`src/rtl/usbserial_line_buffer.sv`:
```
// Line-editing echo stage for the USB CDC byte stream.
// Collects received bytes into a line buffer with backspace handling, then
// echoes the finished line (optionally upper-cased) followed by CR LF.
module usbserial_line_buffer #(
  parameter int DEPTH     = 64,
  parameter bit UPPERCASE = 1'b1
) (
  input  logic        clk_48mhz,
  input  logic        reset,
  input  logic [7:0]  in_data,
  input  logic        in_valid,
  output logic        in_ready,
  output logic [7:0]  out_data,
  output logic        out_valid,
  input  logic        out_ready,
  output logic [15:0] line_count,
  output logic        overflow
);

  localparam int AW = $clog2(DEPTH);
  localparam int LW = AW + 1;
  localparam logic [LW-1:0] LEN_FULL = LW'(DEPTH);

  typedef enum logic [2:0] {
    ST_FILL = 3'd0,
    ST_PREP = 3'd1,
    ST_ECHO = 3'd2,
    ST_CR   = 3'd3,
    ST_LF   = 3'd4
  } state_t;

  state_t        state_r, state_s;
  logic [LW-1:0] len_r, len_s;
  logic [LW-1:0] rd_idx_r, rd_idx_s;
  logic          prev_cr_r, prev_cr_s;
  logic [7:0]    out_data_r, out_data_s;
  logic [15:0]   line_count_r, line_count_s;
  logic          overflow_r, overflow_s;
  logic          in_ready_r, out_valid_r;
  logic          wr_en_s;
  logic [7:0]    mem_q_r;
  logic          accept_s, xfer_s;

  logic [7:0] mem [0:DEPTH-1];

  // Echo transform: optional lower-to-upper case mapping of ASCII letters.
  function automatic logic [7:0] xform(input logic [7:0] b);
    logic [7:0] r;
    if (UPPERCASE && (b >= 8'h61) && (b <= 8'h7A)) begin
      r = b - 8'h20;
    end else begin
      r = b;
    end
    return r;
  endfunction

  assign accept_s   = in_valid & in_ready_r;
  assign xfer_s     = out_valid_r & out_ready;
  assign in_ready   = in_ready_r;
  assign out_valid  = out_valid_r;
  assign out_data   = out_data_r;
  assign line_count = line_count_r;
  assign overflow   = overflow_r;

  // Next-state and datapath decisions for the line editor.
  always_comb begin
    state_s      = state_r;
    len_s        = len_r;
    rd_idx_s     = rd_idx_r;
    prev_cr_s    = prev_cr_r;
    out_data_s   = out_data_r;
    line_count_s = line_count_r;
    overflow_s   = 1'b0;
    wr_en_s      = 1'b0;
    case (state_r)
      ST_FILL: begin
        if (accept_s) begin
          if (in_data == 8'h0D) begin
            prev_cr_s = 1'b1;
            state_s   = ST_PREP;
          end else if (in_data == 8'h0A) begin
            // LF right after CR is the second half of a CRLF pair: swallow it.
            if (prev_cr_r) begin
              prev_cr_s = 1'b0;
            end else begin
              prev_cr_s = 1'b0;
              state_s   = ST_PREP;
            end
          end else if ((in_data == 8'h08) || (in_data == 8'h7F)) begin
            prev_cr_s = 1'b0;
            if (len_r != '0) begin
              len_s = len_r - LW'(1);
            end else begin
              len_s = len_r;
            end
          end else begin
            wr_en_s   = 1'b1;
            prev_cr_s = 1'b0;
            len_s     = len_r + LW'(1);
            if ((len_r + LW'(1)) == LEN_FULL) begin
              overflow_s = 1'b1;
              state_s    = ST_PREP;
            end else begin
              state_s = ST_FILL;
            end
          end
        end else begin
          state_s = ST_FILL;
        end
      end
      ST_PREP: begin
        // mem_q_r already holds buf[0]: the read address was 0 while filling.
        if (len_r == '0) begin
          out_data_s = 8'h0D;
          state_s    = ST_CR;
        end else begin
          out_data_s = xform(mem_q_r);
          rd_idx_s   = LW'(1);
          state_s    = ST_ECHO;
        end
      end
      ST_ECHO: begin
        // mem_q_r tracks buf[rd_idx] so the next byte is ready on every transfer.
        if (xfer_s) begin
          if (rd_idx_r == len_r) begin
            out_data_s = 8'h0D;
            state_s    = ST_CR;
          end else begin
            out_data_s = xform(mem_q_r);
            rd_idx_s   = rd_idx_r + LW'(1);
          end
        end else begin
          state_s = ST_ECHO;
        end
      end
      ST_CR: begin
        if (xfer_s) begin
          out_data_s = 8'h0A;
          state_s    = ST_LF;
        end else begin
          state_s = ST_CR;
        end
      end
      ST_LF: begin
        if (xfer_s) begin
          len_s        = '0;
          rd_idx_s     = '0;
          line_count_s = line_count_r + 16'd1;
          state_s      = ST_FILL;
        end else begin
          state_s = ST_LF;
        end
      end
      default: begin
        state_s  = ST_FILL;
        len_s    = '0;
        rd_idx_s = '0;
      end
    endcase
  end

  // Control and output registers; handshake flags decoded from next state.
  always_ff @(posedge clk_48mhz or posedge reset) begin
    if (reset) begin
      state_r      <= ST_FILL;
      len_r        <= '0;
      rd_idx_r     <= '0;
      prev_cr_r    <= 1'b0;
      out_data_r   <= 8'h00;
      line_count_r <= 16'd0;
      overflow_r   <= 1'b0;
      in_ready_r   <= 1'b1;
      out_valid_r  <= 1'b0;
    end else begin
      state_r      <= state_s;
      len_r        <= len_s;
      rd_idx_r     <= rd_idx_s;
      prev_cr_r    <= prev_cr_s;
      out_data_r   <= out_data_s;
      line_count_r <= line_count_s;
      overflow_r   <= overflow_s;
      in_ready_r   <= (state_s == ST_FILL);
      out_valid_r  <= (state_s == ST_ECHO) || (state_s == ST_CR) || (state_s == ST_LF);
    end
  end

  // Line buffer: write on store, synchronous read at the upcoming rd_idx.
  always_ff @(posedge clk_48mhz) begin
    if (wr_en_s) begin
      mem[len_r[AW-1:0]] <= in_data;
    end
    mem_q_r <= mem[rd_idx_s[AW-1:0]];
  end

endmodule

```
`config.mk`:
```
export PLATFORM = sky130hd
export DESIGN_NAME = usbserial_line_buffer
export DESIGN_NICKNAME = d
export VERILOG_FILES = /design/src/rtl/usbserial_line_buffer.sv
export SDC_FILE = /design/constraint.sdc
export NUM_CORES = 1
export LEC_CHECK = 0
export CELL_PAD_IN_SITES_DETAIL_PLACEMENT = 1
export CELL_PAD_IN_SITES_GLOBAL_PLACEMENT = 2
export CORE_UTILIZATION = 47
export CTS_CLUSTER_DIAMETER = 60
export DETAILED_ROUTE_END_ITERATION = 10
export GPL_ROUTABILITY_DRIVEN = 0
export PLACE_DENSITY_LB_ADDON = 0.1
export SYNTH_ARGS = -nofsm -noshare
export SYNTH_HDL_FRONTEND = slang
export SYNTH_SLANG_ARGS = --single-unit
```
`constraint.sdc`:
```
create_clock -name clk_48mhz -period 8.35 [get_ports clk_48mhz]
set_clock_uncertainty 0.15 [all_clocks]
set_input_delay 1.67 -clock clk_48mhz [delete_from_list [all_inputs] [get_ports clk_48mhz]]
set_output_delay 1.67 -clock clk_48mhz [all_outputs]
set_load 0.005 [all_outputs]
```
==> results.cfg <==
[timing]
setup_ws_ns = 2.51
hold_viol = 0
worst_pin_slew_ns = 1.19
fin_tns_setup_ns = 0
fin_crit_ns = 5.84
rsz0062_at_grt = false
max_freq_mhz = 171
finalCritPeriodShare_pct = 69.9
setup-violations-final = 0
relSlewSlack_pct = 20.0
report.final.slew_viol_count = 0

[grt]
grtUsageMet3_pct = 6.02
antenna_found_initial = 2
grt_pass1_wl_um = 105000
track_usage_pct = 28.3
grt_busiest_layer = met2
grt_pass1_vias = 15800
grtUsageMet1_pct = 40.0
grt_max_degree = 213
gr-usage-met2_pct = 43.9
grt_remaining_overflow = 0

[cts]
path_clk_slew_ns = 0.06
numCtsBuffers = 58
ctsHoldBuffers = 0
clock-sinks = 565
cts_root_buf = clkbuf_16
postCtsResizedCells = 0
clkLatencyLatePin_ns = 0.63
clk_path_buf_depth = 3
cts_setup_buffers = 0
cts_tree = yes
htree_levels = 2

[worst_setup_path]
cp_max_fo = 151
max_stage_delay_ns = 0.62
crit_path_cell_trace = clkdlybuf4s50_1 > and2_1 > nand3_1 > a21oi_2 > a21oi_4 > inv_8 > buf_12 > mux2i_1 > o22ai_1 > a311oi_1 > o21ai_1 > and4_1
path_class = input port to flip-flop
crit_arrival_ns = 6.20
cp-end-kind = flip-flop
critPathBufInv = 3
startpoint_type = input port
slowest_stage = a311oi_1
cp.required_ns = 8.71
critPathTopFamily = buffers and inverters

[routing]
wire_per_inst_um = 27.1
firstDrtPassIters = 5
wl_um = 70500
vias = 15600
vias_per_cell = 6.00
antenna_left = 0
drt_iter0_markers = 1197
drc = 0

[logic_synthesis]
ys_top_cells_by_count = 512 x edfxtp_1, 457 x nand2_1, 225 x nand3_1
synth-seq-area-share_pct = 71.0
synthTopCellsByArea = edfxtp_1 65%, nand2_1 7.3%, nand3_1 4.8%
async_reset_ff_share_pct = 7.96
synth_nets = 1901
synth_top_area_share_pct = 65.5
synthFlopType = edfxtp_1
synth_seq_cells = 565
syn_area_per_cell_um2 = 12.5
netlist.top_cell.by_area = edfxtp_1
yosysMostFrequentCell = edfxtp_1
syn_inst = 1883
synthDistinctLibCells = 71
synth_edf_count = 512
synth_area_um2 = 23500
yosys_warnings = 0

[cells_and_area]
syn_to_final_growth_pct = 12.2
nNetsFinal = 1904
layout-drive-gt1-share_pct = 7.39
stdcell_area_um2 = 26300

[status]
status = finished clean

[placement]
dpl-instance-area_um2 = 24300
portBuffers = 38
dpl.hpwl_um = 42900
pre_cts_ws_ns = 1.97

[worst_hold_path]
hold_path_class = flip-flop to flip-flop

[die]
row_count = 81
ios = 39
die_h_um = 225
start_util_pct = 47.8
die_area_um2 = 50800
coreArea_um2 = 49200
die_w_um = 225

[power_and_ir_drop]
pwr_density_cell_nw_per_um2 = 366
power_mw = 9.64
leakagePower_nw = 8.91
peakVddDrop_mv = 0.387

[job]
max_cap_violations = 0
layout make-up:
class	instances	area, um2
Fill cell	4943	22800
Sequential cell	565	16700
Multi-Input combinational cell	1186	6230
Clock buffer	79	1620
Tap cell	664	831
Timing Repair Buffer	57	520
Clock inverter	31	405
Inverter	18	75.1
Antenna cell	1	2.50
per-stage QoR:
step	instances	hold WS [ns]	util [%]
2_1_floorplan	1883	0.286	-
3_3_place_gp	2490	0.315	49.5
3_5_place_dp	2490	0.329	49.5
4_1_cts	2600	0.337	53.6
5_1_grt	2600	0.362	53.6
6_report	2601	0.330	53.6
cells by family (layout without fill, tap and decap cells):
| family | count (synthesis) | after routing | synth area share (%) |
|---|---|---|---|
| adder cells (fa/ha/maj) | 6 | 6 | 0.320 |
| XOR/XNOR | 24 | 24 | 0.895 |
| other | 0 | 1 | 0 |
| AND/OR/NAND/NOR | 877 | 877 | 16.4 |
| multiplexers | 49 | 49 | 2.12 |
| buffers and inverters | 132 | 185 | 2.51 |
| AO/OA/AOI/OAI | 230 | 230 | 6.76 |
| flip-flops | 565 | 565 | 71.0 |
registers in the layout, indices dropped and copies added (netlist names):
signal and flops:
in_ready 1, out_data 8, prev_cr_r 1, line_count 16, out_valid 1, overflow 1, len_r 7, mem 512
rd_idx_r 7, mem_q_r 8, state_r 3
routing by layer:
metal,vias up,wire (um)
met3,130,5100
met5,-,18
met2,517,32400
li1,6939,-
met4,4,2250
met1,8020,30700
layout by cell type (no fill, tap or decap), types with 20 or more instances in the layout:
cell             count
mux2i_1             45
nand4_1             25
clkdlybuf4s50_1     30
xnor2_1             20
nand3_1            225
a31oi_1             46
clkbuf_16           59
nand2_1            457
dfrtp_1             44
a21oi_1             48
nor2_1              98
o21ai_0             22
edfxtp_1           512
report_power, final:
group / switching (mW) / total, mW / internal [mW]
combinational: 2.59 / 3.59 / 0.998
clock: 1.12 / 2.76 / 1.64
sequential: 0.133 / 3.30 / 3.16
total: 3.84 / 9.64 / 5.80
path summary, 6_finish.rpt:
path                                       end  cells past startpoint           start  slack, ns
worst min register to register  line_count[15]                      1  line_count[15]       0.33
worst min-delay path            line_count[15]                      1  line_count[15]       0.33
max in group asynchronous           state_r[2]                      2           reset       5.97
worst max register to register      mem_q_r[5]                     11        len_r[5]       2.85
min in group asynchronous       line_count[12]                      2           reset       1.44
worst max-delay path                mem_q_r[5]                     12       out_ready       2.51
Power figures use the tool's default switching activity.
